--- config.mk ---
export PLATFORM = sky130hd
export DESIGN_NAME = calc_entry_ctrl_flat
export DESIGN_NICKNAME = d
export VERILOG_FILES = /design/src/rtl/calc_pkg.sv /design/src/rtl/calc_entry_ctrl_if.sv /design/src/rtl/key_encode.sv /design/src/rtl/calc_entry_ctrl.sv /design/src/flat_wrapper.sv
export SDC_FILE = /design/constraint.sdc
export NUM_CORES = 1
export LEC_CHECK = 0
export BUFFER_PORTS_ARGS = -buffer_cell sky130_fd_sc_hd__buf_2
export CORE_MARGIN = 2
export CORE_UTILIZATION = 30
export DETAILED_ROUTE_END_ITERATION = 8
export PLACE_DENSITY_LB_ADDON = 0.3
export SYNTH_ARGS = -nofsm -noshare
export SYNTH_HDL_FRONTEND = slang
export SYNTH_SLANG_ARGS = --single-unit
--- constraint.sdc ---
create_clock -name CLK -period 3.9 [get_ports CLK]
set_input_delay 0.975 -clock CLK [delete_from_list [all_inputs] [get_ports CLK]]
set_output_delay 0.975 -clock CLK [all_outputs]
set_load 0.01 [all_outputs]
--- src/rtl/calc_pkg.sv ---
// Shared key codes, sizes and FSM encoding for the calculator entry controller.
package calc_pkg;

  localparam logic [3:0] KEY_ADD  = 4'hA;
  localparam logic [3:0] KEY_BKSP = 4'hB;
  localparam logic [3:0] KEY_CLR  = 4'hC;
  localparam logic [3:0] KEY_SUB  = 4'hD;
  localparam logic [3:0] KEY_MUL  = 4'hE;
  localparam logic [3:0] KEY_EQ   = 4'hF;

  localparam int unsigned NUM_DIGITS = 4;

  typedef enum logic [1:0] {
    ST_IDLE,
    ST_DEBOUNCE,
    ST_ACCEPT,
    ST_HELD
  } state_t;

  // Keys 0..9 are numeric entry; everything above is a command or operator.
  function automatic logic is_digit(input logic [3:0] code);
    return code <= 4'h9;
  endfunction

endpackage

--- src/rtl/calc_entry_ctrl_if.sv ---
// Keypad-in / display-and-ALU-out bundle of the entry controller.
interface calc_entry_ctrl_if;
  logic [15:0] key_onehot;
  logic [3:0]  digit_sel;
  logic [3:0]  seg_nibble;
  logic        seg_blank;
  logic [15:0] digits;
  logic [2:0]  entry_count;
  logic        op_valid;
  logic [3:0]  op_code;
  logic [15:0] operand;

  modport master (
    input  key_onehot,
    output digit_sel, seg_nibble, seg_blank, digits, entry_count, op_valid, op_code, operand
  );

  modport slave (
    output key_onehot,
    input  digit_sel, seg_nibble, seg_blank, digits, entry_count, op_valid, op_code, operand
  );
endinterface

--- src/rtl/key_encode.sv ---
// One-hot keypad word to {valid, code}; more or fewer than one bit set is "no key".
module key_encode (
  input  logic [15:0] onehot,
  output logic        valid,
  output logic [3:0]  code
);
  // Single-bit check plus priority-free index of the set bit.
  always_comb begin
    valid = ($countones(onehot) == 1);
    code  = 4'h0;
    for (int i = 0; i < 16; i++) begin
      if (onehot[i]) code = 4'(i);
    end
  end
endmodule

--- src/rtl/calc_entry_ctrl.sv ---
// Keypad debounce, 4-digit operand entry and multiplexed display scan for the calculator.
module calc_entry_ctrl
  import calc_pkg::*;
#(
  parameter int unsigned CLK_FREQ       = 16_000_000,
  parameter int unsigned SCAN_HZ        = 240,
  parameter int unsigned DEBOUNCE_TICKS = 3
) (
  input logic            CLK,
  input logic            RST_N,
  calc_entry_ctrl_if.master bus
);
  localparam int unsigned TICK_DIV = CLK_FREQ / SCAN_HZ;
  localparam int unsigned TW       = $clog2(TICK_DIV);
  localparam int unsigned CW       = $clog2(DEBOUNCE_TICKS + 1);

  logic [TW-1:0] tick_cnt_q;
  logic          tick;
  logic          key_valid;
  logic [3:0]    key_code;

  state_t        state_q, state_d;
  logic [CW-1:0] cnt_q, cnt_d;
  logic [3:0]    cand_q, cand_d;
  logic [15:0]   digits_q, digits_d;
  logic [2:0]    count_q, count_d;
  logic          op_valid_q, op_valid_d;
  logic [3:0]    op_code_q, op_code_d;
  logic [15:0]   operand_q, operand_d;

  logic [1:0]    idx_q, idx_d;
  logic [3:0]    sel_q, sel_d;
  logic [3:0]    nib_q, nib_d;
  logic          blank_q, blank_d;

  key_encode u_key_encode (
    .onehot (bus.key_onehot),
    .valid  (key_valid),
    .code   (key_code)
  );

  assign tick = (tick_cnt_q == TW'(TICK_DIV - 1));

  // Free-running scan tick divider.
  always_ff @(posedge CLK or negedge RST_N) begin
    if (!RST_N) tick_cnt_q <= '0;
    else if (tick) tick_cnt_q <= '0;
    else tick_cnt_q <= tick_cnt_q + TW'(1);
  end

  // Debounce FSM next state and the entry actions taken in ACCEPT.
  always_comb begin
    state_d    = state_q;
    cnt_d      = cnt_q;
    cand_d     = cand_q;
    digits_d   = digits_q;
    count_d    = count_q;
    op_valid_d = 1'b0;
    op_code_d  = op_code_q;
    operand_d  = operand_q;
    unique case (state_q)
      ST_IDLE: begin
        cnt_d = '0;
        if (tick && key_valid) begin
          cand_d = key_code;
          if (DEBOUNCE_TICKS == 1) begin
            state_d = ST_ACCEPT;
          end else begin
            state_d = ST_DEBOUNCE;
            cnt_d   = CW'(1);
          end
        end
      end
      ST_DEBOUNCE: begin
        if (tick) begin
          if (key_valid && key_code == cand_q) begin
            if (cnt_q + CW'(1) == CW'(DEBOUNCE_TICKS)) begin
              state_d = ST_ACCEPT;
              cnt_d   = '0;
            end else begin
              cnt_d = cnt_q + CW'(1);
            end
          end else begin
            state_d = ST_IDLE;
            cnt_d   = '0;
          end
        end
      end
      ST_ACCEPT: begin
        state_d = ST_HELD;
        cnt_d   = '0;
        if (is_digit(cand_q)) begin
          if (count_q < 3'(NUM_DIGITS)) begin
            digits_d = {digits_q[11:0], cand_q};
            count_d  = count_q + 3'd1;
          end
        end else if (cand_q == KEY_BKSP) begin
          if (count_q != 3'd0) begin
            digits_d = {4'h0, digits_q[15:4]};
            count_d  = count_q - 3'd1;
          end
        end else if (cand_q == KEY_CLR) begin
          digits_d = '0;
          count_d  = '0;
        end else begin
          op_valid_d = 1'b1;
          op_code_d  = cand_q;
          operand_d  = digits_q;
          digits_d   = '0;
          count_d    = '0;
        end
      end
      ST_HELD: begin
        // Release must be stable too, so a bouncing release cannot re-trigger.
        if (tick) begin
          if (bus.key_onehot == 16'h0) begin
            if (cnt_q + CW'(1) == CW'(DEBOUNCE_TICKS)) begin
              state_d = ST_IDLE;
              cnt_d   = '0;
            end else begin
              cnt_d = cnt_q + CW'(1);
            end
          end else begin
            cnt_d = '0;
          end
        end
      end
      default: state_d = ST_IDLE;
    endcase
  end

  // Scan index advance and the matching select/nibble/blank triple.
  always_comb begin
    logic [1:0] p;
    idx_d   = idx_q;
    sel_d   = sel_q;
    nib_d   = nib_q;
    blank_d = blank_q;
    p       = 2'd0;
    if (tick) begin
      idx_d   = idx_q + 2'd1;
      p       = 2'd3 - idx_d;
      sel_d   = 4'b1000 >> idx_d;
      nib_d   = 4'(digits_q >> {p, 2'b00});
      blank_d = ({1'b0, p} >= count_q) && (p != 2'd0);
    end
  end

  // State, datapath and display registers.
  always_ff @(posedge CLK or negedge RST_N) begin
    if (!RST_N) begin
      state_q    <= ST_IDLE;
      cnt_q      <= '0;
      cand_q     <= '0;
      digits_q   <= '0;
      count_q    <= '0;
      op_valid_q <= 1'b0;
      op_code_q  <= '0;
      operand_q  <= '0;
      idx_q      <= '0;
      sel_q      <= 4'b1000;
      nib_q      <= '0;
      blank_q    <= 1'b0;
    end else begin
      state_q    <= state_d;
      cnt_q      <= cnt_d;
      cand_q     <= cand_d;
      digits_q   <= digits_d;
      count_q    <= count_d;
      op_valid_q <= op_valid_d;
      op_code_q  <= op_code_d;
      operand_q  <= operand_d;
      idx_q      <= idx_d;
      sel_q      <= sel_d;
      nib_q      <= nib_d;
      blank_q    <= blank_d;
    end
  end

  assign bus.digit_sel   = sel_q;
  assign bus.seg_nibble  = nib_q;
  assign bus.seg_blank   = blank_q;
  assign bus.digits      = digits_q;
  assign bus.entry_count = count_q;
  assign bus.op_valid    = op_valid_q;
  assign bus.op_code     = op_code_q;
  assign bus.operand     = operand_q;
endmodule

--- src/flat_wrapper.sv ---
// flat-port wrapper written by rule: the top's interface ports become plain ports
module calc_entry_ctrl_flat import calc_pkg::*;
#(
  parameter int unsigned CLK_FREQ       = 16_000_000,
  parameter int unsigned SCAN_HZ        = 240,
  parameter int unsigned DEBOUNCE_TICKS = 3
)
  (CLK, RST_N, bus_key_onehot, bus_digit_sel, bus_seg_nibble, bus_seg_blank, bus_digits, bus_entry_count, bus_op_valid, bus_op_code, bus_operand);
  calc_entry_ctrl_if bus_i ();
  input logic CLK;
  input logic RST_N;
  input wire logic [$bits(bus_i.key_onehot)-1:0] bus_key_onehot;
  output wire logic [$bits(bus_i.digit_sel)-1:0] bus_digit_sel;
  output wire logic [$bits(bus_i.seg_nibble)-1:0] bus_seg_nibble;
  output wire logic [$bits(bus_i.seg_blank)-1:0] bus_seg_blank;
  output wire logic [$bits(bus_i.digits)-1:0] bus_digits;
  output wire logic [$bits(bus_i.entry_count)-1:0] bus_entry_count;
  output wire logic [$bits(bus_i.op_valid)-1:0] bus_op_valid;
  output wire logic [$bits(bus_i.op_code)-1:0] bus_op_code;
  output wire logic [$bits(bus_i.operand)-1:0] bus_operand;
  assign bus_i.key_onehot = bus_key_onehot;
  assign bus_digit_sel = bus_i.digit_sel;
  assign bus_seg_nibble = bus_i.seg_nibble;
  assign bus_seg_blank = bus_i.seg_blank;
  assign bus_digits = bus_i.digits;
  assign bus_entry_count = bus_i.entry_count;
  assign bus_op_valid = bus_i.op_valid;
  assign bus_op_code = bus_i.op_code;
  assign bus_operand = bus_i.operand;
  calc_entry_ctrl #(.CLK_FREQ(CLK_FREQ), .SCAN_HZ(SCAN_HZ), .DEBOUNCE_TICKS(DEBOUNCE_TICKS)) u_core (.CLK(CLK), .RST_N(RST_N), .bus(bus_i));
endmodule
==> summary.txt <==
Number of flops mapped to enable cells by yosys: 0
Period minus WS final: 5110 ps
Crit path launch type: input port
Required time of the critical path: 4100 ps
WL final: 9.57 mm
Initial antenna violation count: 0
Clock transition at path regs: 60 ps
P&R area growth vs syn: 25.3%
PnR worst setup slack: -1210 ps
Cts hold-fix bufs: 0
Failing checks: setup timing
HP Class: reg -> reg
CTS buffer count: 9
Power share of the sequential group: 39.1%
Starting density of the core: 30.4%
Ratio of total power to cell area: 400 nW/um^2
Synthesized area: 4190 um^2
GR Overflow Total: 0
Initial DRC count: 240
CTS tree: done
Avg Vias per Cell: 4.71
Async S/R FF share, synth: 100%
Critical Path AT: 5310 ps
Die Span X: 122 um
Int Power: 1.55 mW
Fill cells: 1426
Ys flop type: dfrtp_1
Psw: 0.549 mW
H-tree depth: 3
Syn Nets: 466
Worst Hold Margin: 450 ps
ANT nets after route: 0
Hold Fails Final Rpt: 0
RSZ-0062 raised after global routing: true
Root Buffer: clkbuf_16
Fmax: 196 MHz
Slew margin rel.: 27.0%
Number of global-route vias before repair: 3184
Num rows: 43
Sum Neg Setup Slack: -8890 ps
Layout Cells excl Fill: 681
Max Clock Skew: 9.50 ps
Slowest stage delay, CP: 510 ps
Worst-Skew Late Latency: 320 ps
Worst-margin pin slew: 1090 ps
I/O pins: 67
Status: finished, violations left
Clock Power Share: 43.4%
Via count: 3207
Residual DRC count: 0
DRT Pass-1 Iters: 4
Die area: 14900 um^2
Syn Area/Cell: 9.98 um^2
Sw Ratio: 26.1%
Register bit total from synthesis: 76
# nets final: 542
Die Span Y: 122 um
GPL Wtd Cong: 0.845
Max FO, Critical Path: 5
YS warnings: 0
Max clock buf depth: 2
Cells after Synth: 420
HPWL after detailed placement: 6.91 mm
Drt wl/cell: 14.1 um
Worst IR Drop VDD: 0.000246 V
Core Util, Final: 38.1%
CP Class: in -> reg
Pre-CTS setup slack: -1720 ps
Logic pwr share: 17.6%
Pin count of the biggest net entering global routing: 77
GRT Total Usage: 13.6%
Antenna Cells: 0
First-pass GRT wire length: 16.1 mm
Setup violators final: 8
Critical-path cell list: buf_8 -> inv_8 -> ha_4 -> inv_2 -> fa_1 -> inv_2 -> fa_1 -> fa_1 -> inv_1 -> fa_1 -> inv_1 -> fa_2 -> fa_2 -> nor4b_4 -> o21ai_2 -> nor4_4 -> mux2_1
Sequential cell area fraction in the yosys report: 45.4%
Critical Path Slowest Stage Cell: fa_1
Period utilisation layout: 131%
Max-slew violations: 0
DP Area: 4830 um^2
Finished Cell Area: 5250 um^2
Worst Setup End Kind: flip-flop
Fraction of layout cells with a size suffix above 1: 25.3%
Clk sink count: 76
Port Buffers: 66
Core area: 13800 um^2
Max_cap viols: 0
Overall Power: 2.10 mW
Post-Place Cells: 664
CP most frequent cell: fa_1
Pleak: 2.60 nW
Synth unique cells: 50
## final timing paths
check                                             start                      end  slack, ps  cells past startpoint
worst max-delay path                  bus_key_onehot[1]         u_core.cand_q[1]      -1210                     17
worst min-delay path            u_core.bus.digit_sel[3]  u_core.bus.digit_sel[3]        450                      2
worst max register to register     u_core.tick_cnt_q[9]         u_core.cand_q[1]       1510                      5
worst min register to register  u_core.bus.digit_sel[3]  u_core.bus.digit_sel[3]        450                      2
max in group asynchronous                         RST_N     u_core.tick_cnt_q[6]       2470                      1
min in group asynchronous                         RST_N   u_core.bus.operand[12]        800                      1
## critical path: cells and delay by family
kind | cells | cell delay [ps]
buffers and inverters | 6 | 290
AO/OA/AOI/OAI | 1 | 120
multiplexers | 1 | 360
AND/OR/NAND/NOR | 2 | 550
adder cells (fa/ha/maj) | 7 | 3010
## cells in the final DEF (no fill, tap or decap), types with 4 or more instances in the layout
master and instances:
nand3_1 11, nor3_1 5, buf_2 63, and3_1 5, nand2_1 60, buf_4 16, xnor2_1 11, a221oi_1 10
inv_1 30, nand2b_1 4, ha_1 17, clkbuf_16 9, mux4_2 4, dfrtp_1 75, a21oi_1 9, o21ai_0 7
nor4_1 6, fa_1 8, nand4_1 5, xor2_1 7, nor2_1 41, o21ai_1 12, mux2_1 19
## area by class of cell
class,instances,area [um^2],share of cell area [%]
multi-input combinational,291,2170,41.3
sequential,76,1900,36.2
timing repair buffer,82,477,9.08
clock buffer,10,239,4.55
tap,180,225,4.29
inverter,36,148,2.81
clock inverter,6,93.8,1.79
## routing by layer
layer / track usage, % / vias to the layer above / share of wire [%]
met5: 0 / - / 0
met4: 4.02 / 0 / 0.34
met3: 1.95 / 2 / 3.3
met2: 21.7 / 57 / 49
met1: 19.3 / 1558 / 47
li1: - / 1590 / -
## Yosys cell counts, types with 7 or more instances
master	instances	share of area, %
a21oi_1	10	1.2
a221oi_1	10	2.1
buf_2	8	0.95
clkbuf_1	9	0.81
dfrtp_1	75	45
fa_1	10	4.8
ha_1	18	5.4
inv_1	34	3.0
mux2_1	20	5.4
nand2_1	61	5.5
nand3_1	12	1.4
nor2_1	42	3.8
nor4_1	7	1.0
o21ai_0	7	0.84
o21ai_1	14	1.7
xnor2_1	11	2.3
xor2_1	7	1.5
## power groups by stage
stage | combinational (mW) | clock, mW | sequential, mW
floorplan | 0.219 | 0 | 0.816
global placement | 0.287 | 0 | 0.835
detailed placement | 0.301 | 0 | 0.834
CTS | 0.315 | 0.934 | 0.820
global route | 0.424 | 0.969 | 0.823
finish | 0.369 | 0.911 | 0.820
## sequential cells by signal (all words and copies together), names as in the netlist, named ones only
| signal | cells |
|---|---|
| u_core.bus.seg_blank | 1 |
| u_core.bus.entry_count | 3 |
| u_core.bus.digits | 16 |
| u_core.cand_q | 4 |
| u_core.bus.seg_nibble | 4 |
| u_core.tick_cnt_q | 17 |
| u_core.idx_q | 2 |
| u_core.bus.op_valid | 1 |
| u_core.bus.digit_sel | 4 |
| u_core.cnt_q | 2 |
| u_core.bus.op_code | 4 |
| u_core.bus.operand | 16 |
| u_core.state_q | 1 |
## cell families (layout without fill, tap and decap cells)
logic type               after synthesis  after routing  synth area share [%]
AO/OA/AOI/OAI                         56             56                  8.74
XOR/XNOR                              18             18                  3.76
adder cells (fa/ha/maj)               28             28                  10.1
flip-flops                            76             76                  45.4
multiplexers                          27             27                  8.24
AND/OR/NAND/NOR                      162            162                  18.7
buffers and inverters                 53            134                  4.98
## repair_timing
action                     in CTS  in global routing
pin swaps                       5                  3
setup buffers                   1                  1
gates resized for setup        10                  9
setup endpoints to repair       8                  8
No activity file was read; power rests on OpenSTA's default activity.
